## src/rtl/simple_fifo_wr_arbiter.sv

```systemverilog
// Frame-aware round-robin arbiter sharing one FIFO-adapter write port between N_REQ producers.
// A granted producer owns the port until its last beat, or until MAX_BEATS forces a release.
module simple_fifo_wr_arbiter #(
    parameter int unsigned N_REQ      = 4,
    parameter int unsigned DATA_WIDTH = 16,
    parameter int unsigned MAX_BEATS  = 256,
    parameter int unsigned ID_WIDTH   = 2
) (
    input  logic                        clk,
    input  logic                        rst,
    input  logic [N_REQ-1:0]            req_ena,
    input  logic [N_REQ*DATA_WIDTH-1:0] req_dat,
    input  logic [N_REQ-1:0]            req_last,
    output logic [N_REQ-1:0]            req_ready,
    output logic                        fifo_wr_ena,
    output logic [DATA_WIDTH-1:0]       fifo_wr_dat,
    output logic                        fifo_wr_last,
    input  logic                        fifo_wr_full,
    output logic                        grant_vld,
    output logic [ID_WIDTH-1:0]         grant_id,
    output logic                        trunc_err
);

    localparam int unsigned CntWidth = $clog2(MAX_BEATS) + 1;
    localparam logic [CntWidth-1:0] CntLimit = CntWidth'(MAX_BEATS - 1);
    localparam logic [ID_WIDTH-1:0] LastId = ID_WIDTH'(N_REQ - 1);
    localparam logic [ID_WIDTH:0] NumReq = (ID_WIDTH + 1)'(N_REQ);

    typedef enum logic [0:0] {StIdle, StLock} state_e;

    state_e              state_q;
    logic [ID_WIDTH-1:0] rr_ptr_q;
    logic [CntWidth-1:0] beat_cnt_q;

    logic                  in_lock;
    logic                  owner_ena;
    logic                  owner_last;
    logic [DATA_WIDTH-1:0] owner_dat;
    logic                  at_limit;
    logic                  accept;
    logic [2*N_REQ-1:0]    req_rot;
    logic [ID_WIDTH:0]     win_off;
    logic [ID_WIDTH:0]     win_sum;
    logic [ID_WIDTH-1:0]   winner;
    logic [ID_WIDTH-1:0]   next_rr;

    assign in_lock = (state_q == StLock);
    assign at_limit = (beat_cnt_q == CntLimit);
    assign next_rr = (grant_id == LastId) ? '0 : grant_id + 1'b1;

    // Rotate requests so bit 0 is rr_ptr, take the lowest set bit, then map back to an index.
    always_comb begin
        req_rot = {req_ena, req_ena} >> rr_ptr_q;
        win_off = '0;
        for (int k = int'(N_REQ) - 1; k >= 0; k--) begin
            if (req_rot[k]) begin
                win_off = (ID_WIDTH + 1)'(k);
            end
        end
        win_sum = {1'b0, rr_ptr_q} + win_off;
        if (win_sum >= NumReq) begin
            win_sum = win_sum - NumReq;
        end
        winner = win_sum[ID_WIDTH-1:0];
    end

    always_comb begin
        owner_ena  = 1'b0;
        owner_last = 1'b0;
        owner_dat  = '0;
        req_ready  = '0;
        for (int unsigned i = 0; i < N_REQ; i++) begin
            if (grant_id == ID_WIDTH'(i)) begin
                owner_ena    = req_ena[i];
                owner_last   = req_last[i];
                owner_dat    = req_dat[i*DATA_WIDTH +: DATA_WIDTH];
                req_ready[i] = in_lock & ~fifo_wr_full;
            end
        end
        accept       = in_lock & owner_ena & ~fifo_wr_full;
        fifo_wr_ena  = accept;
        fifo_wr_dat  = owner_dat;
        fifo_wr_last = in_lock & (owner_last | at_limit);
    end

    always_ff @(posedge clk) begin
        if (rst) begin
            state_q    <= StIdle;
            rr_ptr_q   <= '0;
            beat_cnt_q <= '0;
            grant_vld  <= 1'b0;
            grant_id   <= '0;
            trunc_err  <= 1'b0;
        end else begin
            trunc_err <= 1'b0;
            unique case (state_q)
                StIdle: begin
                    if (|req_ena) begin
                        grant_id   <= winner;
                        grant_vld  <= 1'b1;
                        beat_cnt_q <= '0;
                        state_q    <= StLock;
                    end
                end
                StLock: begin
                    if (accept) begin
                        if (fifo_wr_last) begin
                            state_q    <= StIdle;
                            grant_vld  <= 1'b0;
                            rr_ptr_q   <= next_rr;
                            beat_cnt_q <= '0;
                            trunc_err  <= at_limit & ~owner_last;
                        end else begin
                            beat_cnt_q <= beat_cnt_q + 1'b1;
                        end
                    end
                end
                default: state_q <= StIdle;
            endcase
        end
    end

endmodule

```

## config.mk

```make
export PLATFORM = sky130hd
export DESIGN_NAME = simple_fifo_wr_arbiter
export DESIGN_NICKNAME = d
export VERILOG_FILES = /design/src/rtl/simple_fifo_wr_arbiter.sv
export SDC_FILE = /design/constraint.sdc
export NUM_CORES = 1
export LEC_CHECK = 0
export ABC_AREA = 1
export BUFFER_PORTS_ARGS = -buffer_cell sky130_fd_sc_hd__buf_2
export CORE_UTILIZATION = 38
export CTS_CLUSTER_SIZE = 30
export DETAILED_ROUTE_END_ITERATION = 7
export GPL_ROUTABILITY_DRIVEN = 0
export GPL_TIMING_DRIVEN = 0
export HOLD_SLACK_MARGIN = 0.06
export PLACE_DENSITY = 0.81
export SLEW_MARGIN = 0
export SYNTH_ARGS = -nofsm -noshare
export SYNTH_HDL_FRONTEND = slang
export SYNTH_SLANG_ARGS = --single-unit
export TNS_END_PERCENT = 20
```

## constraint.sdc

```tcl
create_clock -name clk -period 1.8 [get_ports clk]
set_clock_uncertainty 0.2 [all_clocks]
set_input_delay 0.18 -clock clk [delete_from_list [all_inputs] [get_ports clk]]
set_output_delay 0.18 -clock clk [all_outputs]
set_load 0.01 [all_outputs]
```

==> impl_metrics.tcl <==
set metrics [dict create \
    outcome "finished with violations" \
    launching_instance_or_port_of_the_critical_path "grant_id[0]" \
    clock_insertion_delay_worst_skew_ns 0.27 \
    finalCriticalPeriod_ns 2.30 \
    totalPowerFinal_mw 1.89 \
    timing.critical_path.cells "buf_12 > ha_4 > buf_8 > buf_8 > buf_6 > a221oi_4 > o31ai_2 > buf_2" \
    yosys_register_bits 16 \
    dp_hpwl_um 3980 \
    grt_max_degree 11 \
    synth-simple-area-share_pct 35.7 \
    first_pass_iters 4 \
    synth-edff-count 0 \
    placementRows 22 \
    worst-slew-pin-transition_ns 0.451 \
    core_region_area_mm2 0.00374 \
    hold_path_startpoint "req_last[3]" \
    post_synth_inst_count 243 \
    met3_usage_pct 6.77 \
    slew_violations 0 \
    max_slew_margin_pct 69.6 \
    antenna_found_initial 1 \
    share_of_flip_flops_with_an_asynchronous_set_or_reset_after_synthesis_pct 0 \
    timing.setup.critical_path_class "reg2out" \
    synth_top_family_by_area "simple AND/OR/NAND/NOR gates" \
    tritoncts "done" \
    synth_warnings 0 \
    synth_top_cells_by_count "sky130_fd_sc_hd__nand2_1 (55), sky130_fd_sc_hd__nor2_1 (39), sky130_fd_sc_hd__inv_1 (23)" \
    synth.net_count 325 \
    grt_first_pass_wirelength_um 10300 \
    start_util_pct 40.5 \
    cpPeakStageDelay_ns 0.38 \
    die_width_um 65.1 \
    cellLeakagePower_nw 1.43 \
    final-setup-viol-count 34 \
    synthesis.area_per_instance_um2 6.24 \
    layout.core_utilization_pct 79.2 \
    post_drt_wl_per_cell_um 18.1 \
    synth.most_common_cell "sky130_fd_sc_hd__nand2_1" \
    global_route.usage.met1_pct 29.9 \
    synth_top_area_share_pct 21.1 \
    cpMostUsedCell "sky130_fd_sc_hd__buf_8" \
    synth.distinct_cells 28 \
    final_nets 463 \
    grtUsageTotal_pct 30.8 \
    max_clock_freq_mhz 436 \
    netlist_area_pre_place_mm2 0.00152 \
    drt-initial-drc-count 199 \
    max-cap-violations 0 \
    finalWirelength_um 7770 \
    rsz0062_at_grt "true" \
    port_buffers 100 \
    crit_arrival_ns 1.92 \
    vdd_ir_drop_max_mv 0.517 \
    grt-busiest-layer "met2" \
    route.detailed.drc 0 \
    power_density_over_the_cells_mw_per_mm2 639 \
    synth_area_leaders "sky130_fd_sc_hd__dfxtp_1 (21%), sky130_fd_sc_hd__nand2_1 (14%), sky130_fd_sc_hd__nor2_1 (9.7%)" \
    hold_path_class "in2reg" \
    synth_top_area_cell "sky130_fd_sc_hd__dfxtp_1" \
    antenna_left 0 \
    violations "setup timing" \
    element_type_at_the_critical_path_start "flip-flop" \
    overflow 0 \
    ys.flop_type "sky130_fd_sc_hd__dfxtp_1" \
    fin_crit_sh_pct 128 \
    worst-path-max-fanout 5 \
    grt_use_met2_pct 58.7 \
    root_buffer "sky130_fd_sc_hd__clkbuf_8" \
    final_layout_size_suffix_gt1_share_pct 59.5 \
    hold_viol_final 0 \
    die_h_um 65.1 \
    cts_buffers 3 \
    avgViaCountPerCell 5.86 \
    place_ws_ns -0.326 \
    clk_pin_slew_ns 0.07 \
    crit_path_end_kind "output pin" \
    post_synth_xor_area_fraction_pct 0.578 \
    post_synth_mux_area_share_pct 0 \
    crit_path_top_delay_cell "sky130_fd_sc_hd__dfxtp_4" \
    synth-compound-area-share_pct 26.2 \
    synthAdderAreaFrac_pct 5.78 \
    area_delta_synth_final_pct 95.6 \
    layout_setup_ws_ns -0.496 \
    first_global_vias 2371 \
    io-pin-count 101 \
    fp.dieArea_mm2 0.00424 \
    cts.sinks 16 \
    regToRegStartpoint "beat_cnt_q[0]" \
    seq_total_area_yosys_pct 21.1 \
    detailroute.via_count 2516 \
    clockBufferDepth 2 \
    worst-endpoint-required_ns 1.42 \
    htree_levels 1 \
]
flip-flops by register name (all words and copies together) (netlist names):
| name | cells |
|---|---|
| beat_cnt_q | 9 |
| grant_id | 2 |
| rr_ptr_q | 2 |
| grant_vld | 1 |
| in_lock | 1 |
| trunc_err | 1 |
what timing repair did:
action	in CTS	in global routing
hold buffers	1	0
setup buffers	19	10
hold endpoints to repair	3	0
pin swaps	11	20
gates cloned	2	1
resized for setup	48	61
endpoints found under the setup margin	34	37
final timing paths:
path | endpoint | slack (ns) | cells past startpoint
max reg2reg | beat_cnt_q[0] | -0.42 | 15
min | trunc_err | 0.1 | 4
max | fifo_wr_dat[14] | -0.50 | 8
min reg2reg | beat_cnt_q[8] | 0.28 | 2
per-stage QoR:
step	instances	hold WS, ns	cell area (um2)	TNS [ns]
3_5_place_dp	391	0.196	2170	-5.97
5_1_grt	429	0.129	2960	-14.03
2_1_floorplan	243	0.0424	1610	-0.498
4_1_cts	417	0.0718	2610	-9.53
6_report	429	0.0976	2960	-11.57
3_3_place_gp	391	0.194	2170	-5.44
where the power goes:
| group | switching (mW) | internal, mW |
|---|---|---|
| sequential | 0.0235 | 0.371 |
| combinational | 0.590 | 0.564 |
| clock | 0.149 | 0.195 |
kinds of logic after synthesis:
group,after synthesis
fa+ha+maj,7
buf+inv,36
xor+xnor,1
simple gates,126
flops,16
compound gates,57
layout make-up:
type	instances	area [um2]
Antenna cell	1	2.50
Inverter	24	108
Clock buffer	4	55.1
Timing Repair Buffer	133	847
Multi-Input combinational cell	191	1420
Tap cell	48	60.1
Sequential cell	16	337
Fill cell	229	779
Buffer	12	133
metal layers:
metal | vias to the layer above | share of wire, %
met5 | - | 0
met4 | 0 | 7.3
met3 | 67 | 6.1
met2 | 152 | 53
met1 | 1182 | 33
li1 | 1115 | -
cells in the final DEF, fill, tap and decap left out, types with 3 or more instances in the layout:
| cell | n |
|---|---|
| sky130_fd_sc_hd__dfxtp_1 | 11 |
| sky130_fd_sc_hd__o21ai_2 | 3 |
| sky130_fd_sc_hd__a221oi_4 | 6 |
| sky130_fd_sc_hd__a21oi_2 | 3 |
| sky130_fd_sc_hd__ha_2 | 3 |
| sky130_fd_sc_hd__nor2_2 | 5 |
| sky130_fd_sc_hd__a21oi_1 | 13 |
| sky130_fd_sc_hd__o31ai_2 | 9 |
| sky130_fd_sc_hd__nor2_1 | 33 |
| sky130_fd_sc_hd__nand3_1 | 20 |
| sky130_fd_sc_hd__nand2_2 | 6 |
| sky130_fd_sc_hd__clkbuf_8 | 5 |
| sky130_fd_sc_hd__nand2_1 | 46 |
| sky130_fd_sc_hd__buf_8 | 4 |
| sky130_fd_sc_hd__nand2_4 | 6 |
| sky130_fd_sc_hd__o21ai_0 | 3 |
| sky130_fd_sc_hd__inv_4 | 4 |
| sky130_fd_sc_hd__dfxtp_4 | 4 |
| sky130_fd_sc_hd__buf_4 | 22 |
| sky130_fd_sc_hd__a221oi_2 | 9 |
| sky130_fd_sc_hd__buf_6 | 10 |
| sky130_fd_sc_hd__inv_2 | 6 |
| sky130_fd_sc_hd__o31ai_1 | 5 |
| sky130_fd_sc_hd__inv_1 | 13 |
| sky130_fd_sc_hd__buf_2 | 100 |
critical path: cells and delay by family, from the launching register on:
family,cells,cell delay (ns)
adders and majority gates,1,0.16
buffers and inverters,5,0.67
DFF,1,0.38
AOI/OAI and AO/OA,2,0.44
(Power assumes the default switching activity.)
